--- src/rtl/useq.sv ---
// Microcode sequencer: micro-PC, next-address select, NMI edge capture and vector-index substitution.
// Optional build macro USEQ_SYNC_EN adds two-flop synchronizers on nmi and irq.
module useq #(
    parameter int UW = 19
) (
    input  logic          clk,
    input  logic          rst,
    input  logic          rdy,
    output logic [8:0]    uaddr,
    input  logic [UW-1:0] uword,
    input  logic [7:0]    DI,
    input  logic          cond,
    input  logic          I,
    input  logic          irq,
    input  logic          nmi,
    output logic [6:0]    op,
    output logic          sync
);

    localparam logic [8:0] RESET_ADDR = 9'h100;
    localparam logic [8:0] INT_ADDR   = 9'h101;
    localparam logic [8:0] FETCH_ADDR = 9'h102;

    localparam logic [1:0] SEQ_NEXT     = 2'b00;
    localparam logic [1:0] SEQ_JUMP     = 2'b01;
    localparam logic [1:0] SEQ_DISPATCH = 2'b10;
    localparam logic [1:0] SEQ_COND     = 2'b11;

    localparam logic [1:0] VEC_NMI = 2'd0;
    localparam logic [1:0] VEC_RST = 2'd1;
    localparam logic [1:0] VEC_BRK = 2'd2;

    logic [8:0] upc, upc_nxt;
    logic [1:0] vec, vec_nxt;
    logic       nmi_pend, nmi_q;
    logic       nmi_in, irq_in;

    logic [6:0] rop;
    logic [1:0] seq;
    logic [8:0] target;
    logic       done;
    logic       nmi_edge, take_nmi, take_irq;

    assign rop    = uword[6:0];
    assign seq    = uword[8:7];
    assign target = uword[17:9];
    assign done   = uword[18];

`ifdef USEQ_SYNC_EN
    logic [1:0] nmi_sync, irq_sync;

    always_ff @(posedge clk or posedge rst) begin
        if (rst) begin
            nmi_sync <= 2'b00;
            irq_sync <= 2'b00;
        end else begin
            nmi_sync <= {nmi_sync[0], nmi};
            irq_sync <= {irq_sync[0], irq};
        end
    end

    assign nmi_in = nmi_sync[1];
    assign irq_in = irq_sync[1];
`else
    assign nmi_in = nmi;
    assign irq_in = irq;
`endif

    assign nmi_edge = nmi_in & ~nmi_q;
    assign take_nmi = done & nmi_pend;
    assign take_irq = done & ~nmi_pend & irq_in & ~I;

    always_comb begin
        upc_nxt = upc + 9'd1;
        vec_nxt = vec;
        if (done) begin
            if (take_nmi) begin
                upc_nxt = INT_ADDR;
                vec_nxt = VEC_NMI;
            end else if (take_irq) begin
                upc_nxt = INT_ADDR;
                vec_nxt = VEC_BRK;
            end else begin
                upc_nxt = FETCH_ADDR;
            end
        end else begin
            case (seq)
                SEQ_NEXT: upc_nxt = upc + 9'd1;
                SEQ_JUMP: upc_nxt = target;
                SEQ_DISPATCH: begin
                    upc_nxt = {1'b0, DI};
                    vec_nxt = VEC_BRK;
                end
                SEQ_COND: upc_nxt = cond ? target : upc + 9'd1;
                default:  upc_nxt = upc + 9'd1;
            endcase
        end
    end

    // Edge capture runs every cycle; only the clear on NMI entry waits for rdy.
    always_ff @(posedge clk or posedge rst) begin
        if (rst) begin
            upc      <= RESET_ADDR;
            vec      <= VEC_RST;
            nmi_pend <= 1'b0;
            nmi_q    <= 1'b0;
        end else begin
            nmi_q <= nmi_in;
            if (rdy) begin
                upc <= upc_nxt;
                vec <= vec_nxt;
            end
            if (nmi_edge) begin
                nmi_pend <= 1'b1;
            end else if (rdy && take_nmi) begin
                nmi_pend <= 1'b0;
            end
        end
    end

    assign uaddr = upc;
    assign sync  = (seq == SEQ_DISPATCH) & ~done;

    always_comb begin
        op = rop;
        if (rop[3:0] == 4'h8) begin
            op[3:0] = 4'h8 + {2'b00, vec};
        end
    end

endmodule
--- config.mk ---
export PLATFORM = sky130hd
export DESIGN_NAME = useq
export DESIGN_NICKNAME = d
export VERILOG_FILES = /design/src/rtl/useq.sv
export SDC_FILE = /design/constraint.sdc
export NUM_CORES = 1
export LEC_CHECK = 0
export ABC_AREA = 0
export ABC_CLOCK_PERIOD_IN_PS = 1770
export CORE_UTILIZATION = 38
export CTS_BUF_LIST = sky130_fd_sc_hd__clkbuf_16
export CTS_CLUSTER_DIAMETER = 150
export DETAILED_ROUTE_END_ITERATION = 8
export GPL_TIMING_DRIVEN = 0
export MAX_ROUTING_LAYER = met4
export PLACE_DENSITY = 0.79
export SYNTH_ARGS = -nofsm -noshare
export SYNTH_HDL_FRONTEND = slang
export SYNTH_SLANG_ARGS = --single-unit
--- constraint.sdc ---
create_clock -name clk -period 1.77 [get_ports clk]
set_clock_uncertainty 0.1 [all_clocks]
set_input_delay 0.2655 -clock clk [delete_from_list [all_inputs] [get_ports clk]]
set_output_delay 0.2655 -clock clk [all_outputs]
set_load 0.01 [all_outputs]
==> impl_metrics.toml, run 1 <==
[yosys]
syn_area_um2 = 938
synth.largest_area_cell = "dfrtp_1"
synth_cells = 108
seq_area_frac_synth = 0.349
ys_ff_latch = 13
syn_nets = 143
async_flop_share = 1.00
yosysWarnings = 0
synth_edf_count = 0
synth.distinct_cells = 47
avgSynthCellArea_um2 = 8.69
netlist.area_leader.share = 0.293
synth_top_flop_cell = "dfrtp_1"
yosys-top-cells-area = "dfrtp_1 (29%), dfstp_2 (5.6%), inv_1 (4.4%)"

[timing]
tightest_slew_ns = 0.531
worst_hold_slack_ns = 0.254
setup_viol = 0
period_share = 0.980
post-route-min-period_ns = 1.73
slew_viol_final = 0
clock.fmax_mhz = 577
slew_headroom = 0.646
hold_viol = 0

[finish]
multiInputGateArea_um2 = 547
nFillCells = 170
fin_nets = 200
final_area_um2 = 1610
antenna_cells = 0
synthToLayoutAreaGrowth_pct = 71.3
ff_latch_area_um2 = 328
final_common_cell = "clkdlybuf4s50_1"
drive_gt1_frac = 0.159
layout_common_cells = "clkdlybuf4s50_1 (41), inv_1 (12), dfrtp_1 (11)"

[cts]
cts_buffers = 3
holdBufCountCts = 0
clk_pin_slew_ns = 0.05
htreeDepth = 1
worstSkewPairLatency_ns = 0.25
cts_tree = "yes"
clock-root-buffer = "clkbuf_16"
cts_buffer_depth = 2
cts_sinks = 13

[grt]
antenna_found_initial = 0
grt.overflow.total = 0
grt_max_degree = 14
grt_pass1_vias = 1069
gr-usage-all-layers = 0.242
grt_pass1_wl_um = 4640

[drt]
routed_wl_um = 2930
drt_iter0_drc = 27
vias = 1094
wl_per_cell_um = 15.3
ant_nets = 0
drc = 0
routed_via_density = 5.70
first_pass_iters = 5

[die]
start_util = 0.412
die_x_um = 51.7
coreArea_um2 = 2280
rows = 17
dieArea_um2 = 2670
die_y_um = 51.7
pin_count = 51

[worst_setup_path]
arrival_ns = 1.82
start_kind = "register"
crit_start = "uaddr[1]$_DFFE_PP0P_"
endpoint_kind = "register"
path_class = "register to register"
worst-path-max-fanout = 4
required_ns = 1.86
reg2reg_from = "uaddr[1]$_DFFE_PP0P_"

[pwr]
pwr-share-comb = 0.315
leakage_nw = 0.695
netSwitchingFraction = 0.280
intPower_w = 0.000862
power_density_nw_per_um2 = 745
total_power_w = 0.00120
vdd_ir_drop_max_mv = 0.703
power_frac_seq = 0.322
p_switching_w = 0.000336
power.share.clock = 0.364

[run_status]
status = "finished clean"

[placement]
place_hpwl_um = 2050
dpl-instance-area_um2 = 1440
io_buffers = 47
gp_congestion = 0.823

[worst_hold_path]
hold_path_class = "primary input to asynchronous set/reset pin"

[job]
cap_violations = 0
cell usage after synthesis, types with 2 or more instances:
library cell and n:
and2_1 2, buf_4 3, inv_1 11, o221ai_1 3, a32oi_1 2, o21ai_0 4
dfrtp_1 11, a222oi_1 3, a21o_1 2, nand2b_1 4, nand2_1 8, nor2_1 3
nand3_1 2, nor2b_1 6, o22ai_1 2, dfstp_2 2, a22oi_1 2, a221oi_1 2
nand4b_1 2, or4_1 2, clkbuf_1 6
layout make-up:
class / instances / share of cell area
Timing Repair Buffer: 53 / 0.319
Sequential cell: 13 / 0.204
Inverter: 11 / 0.0257
Tap cell: 28 / 0.0218
Clock buffer: 3 / 0.0467
Multi-Input combinational cell: 74 / 0.340
Clock inverter: 1 / 0.00233
Buffer: 9 / 0.0405
layer usage:
| layer | global-route usage | wire, um |
|---|---|---|
| met1 | 0.283 | 1270 |
| met2 | 0.418 | 1440 |
| met3 | 0.0614 | 205 |
| met4 | 0.0541 | 10 |
| met5 | - | 0 |
sequential cells by signal (all words and copies together), names as in the netlist:
name / count
nmi_pend: 1
vec: 2
nmi_q: 1
uaddr: 9
power groups by stage:
| stage | combinational, W | sequential (W) | clock [W] |
|---|---|---|---|
| final | 0.000377 | 0.000385 | 0.000436 |
| after global routing | 0.000408 | 0.000391 | 0.000452 |
| after CTS | 0.000344 | 0.000384 | 0.000439 |
| after detailed placement | 0.000337 | 0.000388 | 0 |
| after global placement | 0.000331 | 0.000387 | 0 |
| after floorplan | 0.000143 | 0.000393 | 0 |
logic make-up after synthesis:
family | Yosys count | share of synthesized area
AO/OA/AOI/OAI | 36 | 0.305
AND/OR/NAND/NOR | 36 | 0.224
buffers and inverters | 21 | 0.0973
flip-flops | 13 | 0.349
multiplexers | 1 | 0.0107
adder cells (fa/ha/maj) | 1 | 0.0133
critical path: stages, from the launching register on:
cell and delay, ns:
dfrtp_1 0.41, ha_2 0.24, nand3_1 0.11, or4_1 0.42
a221oi_1 0.25, a211o_1 0.14
final timing paths:
kind | slack [ns] | endpoint | depth (start not counted)
min reg2reg | 0.32 | nmi_pend$_DFFE_PP0P_ | 1
min in group clk | 0.32 | nmi_pend$_DFFE_PP0P_ | 1
max reg2reg | 0.04 | uaddr[6]$_DFFE_PP0P_ | 5
min | 0.25 | uaddr[4]$_DFFE_PP0P_ | 2
max | 0.04 | uaddr[6]$_DFFE_PP0P_ | 5
max in group asynchronous | 0.95 | uaddr[8]$_DFFE_PP1P_ | 2
stage by stage:
stage                     TNS, ns  setup slack (ns)  cells   util
after global placement      -3.57            -0.742    183  0.634
final                           0            0.0361    192  0.706
after floorplan                 0             0.111    108      -
after global routing      -0.0307           -0.0307    192  0.706
after CTS                       0           0.00924    187  0.679
after detailed placement    -3.97            -0.773    183  0.634
timing repair:
item                       CTS  global route
setup endpoints to repair   10            12
pin swaps                    0             0
buffers inserted             1             5
gates resized for setup     16            11
(Power assumes the default switching activity.)
==> run 2, diff against run 1 <==
--- a/config.mk
+++ b/config.mk
@@ -7,13 +7,13 @@
 export LEC_CHECK = 0
 export ABC_AREA = 0
 export ABC_CLOCK_PERIOD_IN_PS = 1770
-export CORE_UTILIZATION = 38
+export CORE_UTILIZATION = 50
 export CTS_BUF_LIST = sky130_fd_sc_hd__clkbuf_16
 export CTS_CLUSTER_DIAMETER = 150
 export DETAILED_ROUTE_END_ITERATION = 8
+export DONT_BUFFER_PORTS = 1
 export GPL_TIMING_DRIVEN = 0
 export MAX_ROUTING_LAYER = met4
-export PLACE_DENSITY = 0.79
 export SYNTH_ARGS = -nofsm -noshare
 export SYNTH_HDL_FRONTEND = slang
 export SYNTH_SLANG_ARGS = --single-unit
==> run 2 against run 1 <==
Compared with the run above: combinational power shrank 51%; setup slack improved by 0.0028 ns; cell area down 32%; fmax up 0.16%; wire length shrank 19%; first-iteration DRC count is 26% higher; critical path type unchanged.
==> impl_metrics.toml, run 2 (same netlist as run 1, synthesis figures left out) <==
[drt]
wl_per_cell_um = 17.0
first_pass_iters = 5
vias = 892
routed_via_density = 6.42
routed_wl_um = 2370
drc = 0
ant_nets = 0
drt_iter0_drc = 34

[finish]
ff_latch_area_um2 = 333
final_common_cell = "inv_1"
largest_reg_flops = 9
multiInputGateArea_um2 = 533
antenna_cells = 0
drive_gt1_frac = 0.140
fin_cells = 139
layout_common_cells = "inv_1 (12), nand2_1 (8), dfrtp_1 (7)"
nFillCells = 164
fin_nets = 150
fin_util = 0.623
synthToLayoutAreaGrowth_pct = 15.9

[worst_setup_path]
required_ns = 1.86
critical_path.top_delay_family = "simple AND/OR/NAND/NOR gates"
r2r_cells = 4
worst-path-max-fanout = 7
crit_buf_inv = 0
arrival_ns = 1.82
start_kind = "register"
reg2reg_from = "uaddr[4]$_DFFE_PP0P_"
crit_start = "uaddr[4]$_DFFE_PP0P_"
r2r_end = "uaddr[6]$_DFFE_PP0P_"
slowest_stage = "or4_1"
endpoint_kind = "register"
r2r_slack_ns = 0.04
worstPathCellList = "nand2_1 -> or4_1 -> a221oi_1 -> a211o_1"
path_class = "register to register"
cpPeakStageDelay_ns = 0.50

[pwr]
vdd_ir_drop_max_mv = 0.648
leakage_nw = 0.446
power_density_nw_per_um2 = 940

[timing]
tns_ns = 0
slew_viol_final = 0
clock.fmax_mhz = 578
post-route-min-period_ns = 1.73
slew_headroom = 0.484
setup_viol = 0
tightest_slew_ns = 0.752
period_share = 0.978
hold_viol = 0
rsz0062_at_grt = "no"
worst_hold_slack_ns = 0.0772

[grt]
grt.overflow.total = 0
grt_pass1_vias = 798
grt_max_degree = 14
grt_pass1_wl_um = 3590
antenna_found_initial = 0
gr-usage-all-layers = 0.259

[die]
die_y_um = 45.3
coreArea_um2 = 1750
start_util = 0.538
pin_count = 51
die_x_um = 45.3
rows = 15
dieArea_um2 = 2050

[cts]
cts_tree = "yes"
clock-root-buffer = "clkbuf_16"
cts_sinks = 13
cts_buffer_depth = 2
cts_buffers = 3
clk_pin_slew_ns = 0.05
postCtsSetupBuffers = 0
htreeDepth = 1
worstSkewPairLatency_ns = 0.25

[worst_hold_path]
min_to = "nmi_pend$_DFFE_PP0P_"
hold_start = "nmi"
hold_path_class = "primary input to register"
worstHoldPathCells = 2

[placement]
place_hpwl_um = 1710
gp_congestion = 0.882
placed_cells = 133
io_buffers = 0

[run_status]
status = "finished clean"

[job]
cap_violations = 0
## run 2: area by class of cell
| type | count | area share |
|---|---|---|
| timing repair buffer | 2 | 0.0184 |
| inverter | 11 | 0.0380 |
| buffer | 10 | 0.0460 |
| multi-input combinational | 74 | 0.490 |
| sequential | 13 | 0.306 |
| tap | 25 | 0.0288 |
| clock inverter | 1 | 0.00345 |
| clock buffer | 3 | 0.0690 |
## run 2: repair_timing
action	in CTS	in global routing
setup endpoints to repair	1	3
endpoints found under the hold margin	12	0
pin swaps	0	0
hold buffers	2	0
gates resized for setup	3	4
## run 2: where the power goes
| group | switching (W) | leakage [nW] | internal [W] |
|---|---|---|---|
| clock | 0.000130 | 0.0423 | 0.000298 |
| sequential | 0.0000683 | 0.151 | 0.000341 |
| combinational | 0.0000943 | 0.254 | 0.0000904 |
| total | 0.000293 | 0.446 | 0.000730 |
## run 2: stage by stage
stage	power, W	instance area (um2)	worst slack [ns]
2_1_floorplan	0.000536	938	0.111
3_3_place_gp	0.000574	970	-0.0372
3_5_place_dp	0.000579	970	-0.0283
4_1_cts	0.00101	1070	0.0118
5_1_grt	0.00107	1090	0.00492
6_report	0.00102	1090	0.0389
## run 2: worst max-delay path by stage
stage | endpoint | slack, ns | depth (start not counted)
floorplan | uaddr[6]$_DFFE_PP0P_ | 0.11 | 5
global placement | uaddr[6]$_DFFE_PP0P_ | -0.04 | 5
detailed placement | uaddr[6]$_DFFE_PP0P_ | -0.03 | 5
CTS | uaddr[1]$_DFFE_PP0P_ | 0.01 | 5
global route | uaddr[6]$_DFFE_PP0P_ | 0.005 | 5
finish | uaddr[6]$_DFFE_PP0P_ | 0.04 | 4
## run 2: routing by layer
| layer | global-route usage | up-vias | wire length (um) |
|---|---|---|---|
| met2 | 0.403 | 39 | 1130 |
| met4 | 0.0727 | 0 | 27 |
| li1 | - | 416 | - |
| met1 | 0.325 | 433 | 1040 |
| met5 | - | - | 0 |
| met3 | 0.0800 | 4 | 167 |
==> run 3, diff against run 2 <==
--- a/config.mk
+++ b/config.mk
@@ -7,12 +7,14 @@
 export LEC_CHECK = 0
 export ABC_AREA = 0
 export ABC_CLOCK_PERIOD_IN_PS = 1770
+export CORE_MARGIN = 10
 export CORE_UTILIZATION = 50
 export CTS_BUF_LIST = sky130_fd_sc_hd__clkbuf_16
 export CTS_CLUSTER_DIAMETER = 150
 export DETAILED_ROUTE_END_ITERATION = 8
 export DONT_BUFFER_PORTS = 1
 export GPL_TIMING_DRIVEN = 0
+export HOLD_SLACK_MARGIN = 0.05
 export MAX_ROUTING_LAYER = met4
 export SYNTH_ARGS = -nofsm -noshare
 export SYNTH_HDL_FRONTEND = slang
==> run 3 against run 2 <==
Compared with the run above: global-route usage decreased by 12 points; setup slack improved by 0.038 ns; sequential power about the same; total power down 0.34%.
==> impl_metrics.toml, run 3 (same netlist as run 1, synthesis figures left out) <==
[pwr]
leakage_nw = 0.448
intPower_w = 0.000729
pwr-share-comb = 0.182
netSwitchingFraction = 0.285
power_frac_seq = 0.404
power.share.clock = 0.414
p_switching_w = 0.000290
power_density_nw_per_um2 = 930
vdd_ir_drop_max_mv = 0.890

[grt]
grt.overflow.total = 0
grt_pass1_vias = 891
gr-usage-all-layers = 0.140
grt_pass1_wl_um = 4510
antenna_found_initial = 0
grt_max_degree = 14

[finish]
final_common_cell = "inv_1"
fin_nets = 150
drive_gt1_frac = 0.158
multiInputGateArea_um2 = 541
final_area_um2 = 1090
synthToLayoutAreaGrowth_pct = 16.7
nFillCells = 161
largest_reg_flops = 9
layout_common_cells = "inv_1 (12), nand2_1 (7), dfrtp_1 (7)"
antenna_cells = 0
ff_latch_area_um2 = 333

[worst_setup_path]
slowest_stage = "dfrtp_2"
required_ns = 1.84
start_kind = "register"
critical_path.top_delay_family = "compound AO/OA/AOI/OAI gates"
worstPathCellList = "ha_4 -> nor2b_1 -> a211oi_1 -> a2111oi_0 -> o22a_1"
worst-path-max-fanout = 4
endpoint_kind = "register"
r2r_cells = 5
arrival_ns = 1.77
r2r_slack_ns = 0.08
cpPeakStageDelay_ns = 0.46
path_class = "register to register"
cp_num_cells = 5
crit_buf_inv = 0

[placement]
dpl-instance-area_um2 = 970
place_hpwl_um = 2180
gp_congestion = 0.846
io_buffers = 0

[cts]
cts_buffer_depth = 2
clk_pin_slew_ns = 0.04
cts_buffers = 3
clock-root-buffer = "clkbuf_16"
postCtsSetupBuffers = 0
cts_tree = "yes"
htreeDepth = 1
worstSkewPairLatency_ns = 0.24
cts_sinks = 13

[die]
rows = 15
die_y_um = 63.3
dieArea_um2 = 4010
die_x_um = 63.3
coreArea_um2 = 1750
start_util = 0.538
pin_count = 51

[timing]
hold_viol = 0
rsz0062_at_grt = "no"
worst_hold_slack_ns = 0.119
tightest_slew_ns = 0.751
post-route-min-period_ns = 1.69
clock.fmax_mhz = 591
slew_viol_final = 0
setup_viol = 0
period_share = 0.956
slew_headroom = 0.485

[drt]
wl_per_cell_um = 20.8
drc = 0
routed_via_density = 6.28
first_pass_iters = 4
routed_wl_um = 2900
drt_iter0_drc = 37
vias = 873
ant_nets = 0

[worst_hold_path]
hold_path_class = "primary input to register"
worstHoldPathCells = 2

[run_status]
status = "finished clean"

[job]
cap_violations = 0
-- run 3: changes by cell type in the layout (fill, tap and decap cells not counted) --
| cell | before | now |
|---|---|---|
| a2111oi_0 | 0 | 1 |
| a2111oi_1 | 1 | 0 |
| a221oi_1 | 2 | 1 |
| a221oi_2 | 0 | 1 |
| nand2_1 | 8 | 7 |
| nand2_2 | 0 | 1 |
-- run 3: layout make-up --
| cell class | count | share of cell area |
|---|---|---|
| sequential | 13 | 0.304 |
| timing repair buffer | 2 | 0.0183 |
| clock inverter | 1 | 0.00343 |
| multi-input combinational | 74 | 0.494 |
| clock buffer | 3 | 0.0686 |
| tap | 25 | 0.0286 |
| inverter | 11 | 0.0377 |
| buffer | 10 | 0.0457 |
-- run 3: path summary, 6_finish.rpt --
path,endpoint,startpoint
max reg2reg,uaddr[1]$_DFFE_PP0P_,uaddr[0]$_DFFE_PP0P_
min in group asynchronous,uaddr[4]$_DFFE_PP0P_,rst
max in group asynchronous,uaddr[0]$_DFFE_PP0P_,rst
max,uaddr[1]$_DFFE_PP0P_,uaddr[0]$_DFFE_PP0P_
min reg2reg,nmi_pend$_DFFE_PP0P_,nmi_q$_DFF_PP0_
min,nmi_pend$_DFFE_PP0P_,nmi
-- run 3: power by group through the flow --
| stage | registers [W] | clock network (W) | logic (W) |
|---|---|---|---|
| 2_1_floorplan | 0.000393 | 0 | 0.000143 |
| 3_3_place_gp | 0.000408 | 0 | 0.000171 |
| 3_5_place_dp | 0.000410 | 0 | 0.000173 |
| 4_1_cts | 0.000407 | 0.000431 | 0.000179 |
| 5_1_grt | 0.000421 | 0.000445 | 0.000206 |
| 6_report | 0.000411 | 0.000422 | 0.000185 |
-- run 3: worst reg2reg max path, cell delays in order (launching register included) --
cell and delay (ns):
dfrtp_2 0.46, ha_4 0.28, nor2b_1 0.13, a211oi_1 0.06, a2111oi_0 0.42, o22a_1 0.18
-- run 3: timing repair --
item,in CTS,in global routing
gates resized for setup,3,5
endpoints found under the setup margin,1,3
hold endpoints to repair,12,0
hold buffers,2,0
-- run 3: through the flow --
step | setup slack, ns | util | TNS [ns] | cells | total power [W]
after floorplan | 0.111 | - | 0 | 108 | 0.000536
after global placement | -0.0429 | 0.556 | -0.0429 | 133 | 0.000579
after detailed placement | -0.0534 | 0.556 | -0.0534 | 133 | 0.000583
after CTS | 0.00121 | 0.615 | 0 | 139 | 0.00102
after global routing | 0.000759 | 0.627 | 0 | 139 | 0.00107
final | 0.0773 | 0.627 | 0 | 139 | 0.00102
-- run 3: routing by layer --
| layer | GRT usage | vias to the layer above | routed length, um |
|---|---|---|---|
| met2 | 0.241 | 44 | 1460 |
| met4 | 0.0164 | 0 | 0 |
| met1 | 0.152 | 414 | 1160 |
| met3 | 0.0583 | 0 | 283 |
| met5 | - | - | 0 |
| li1 | - | 415 | - |
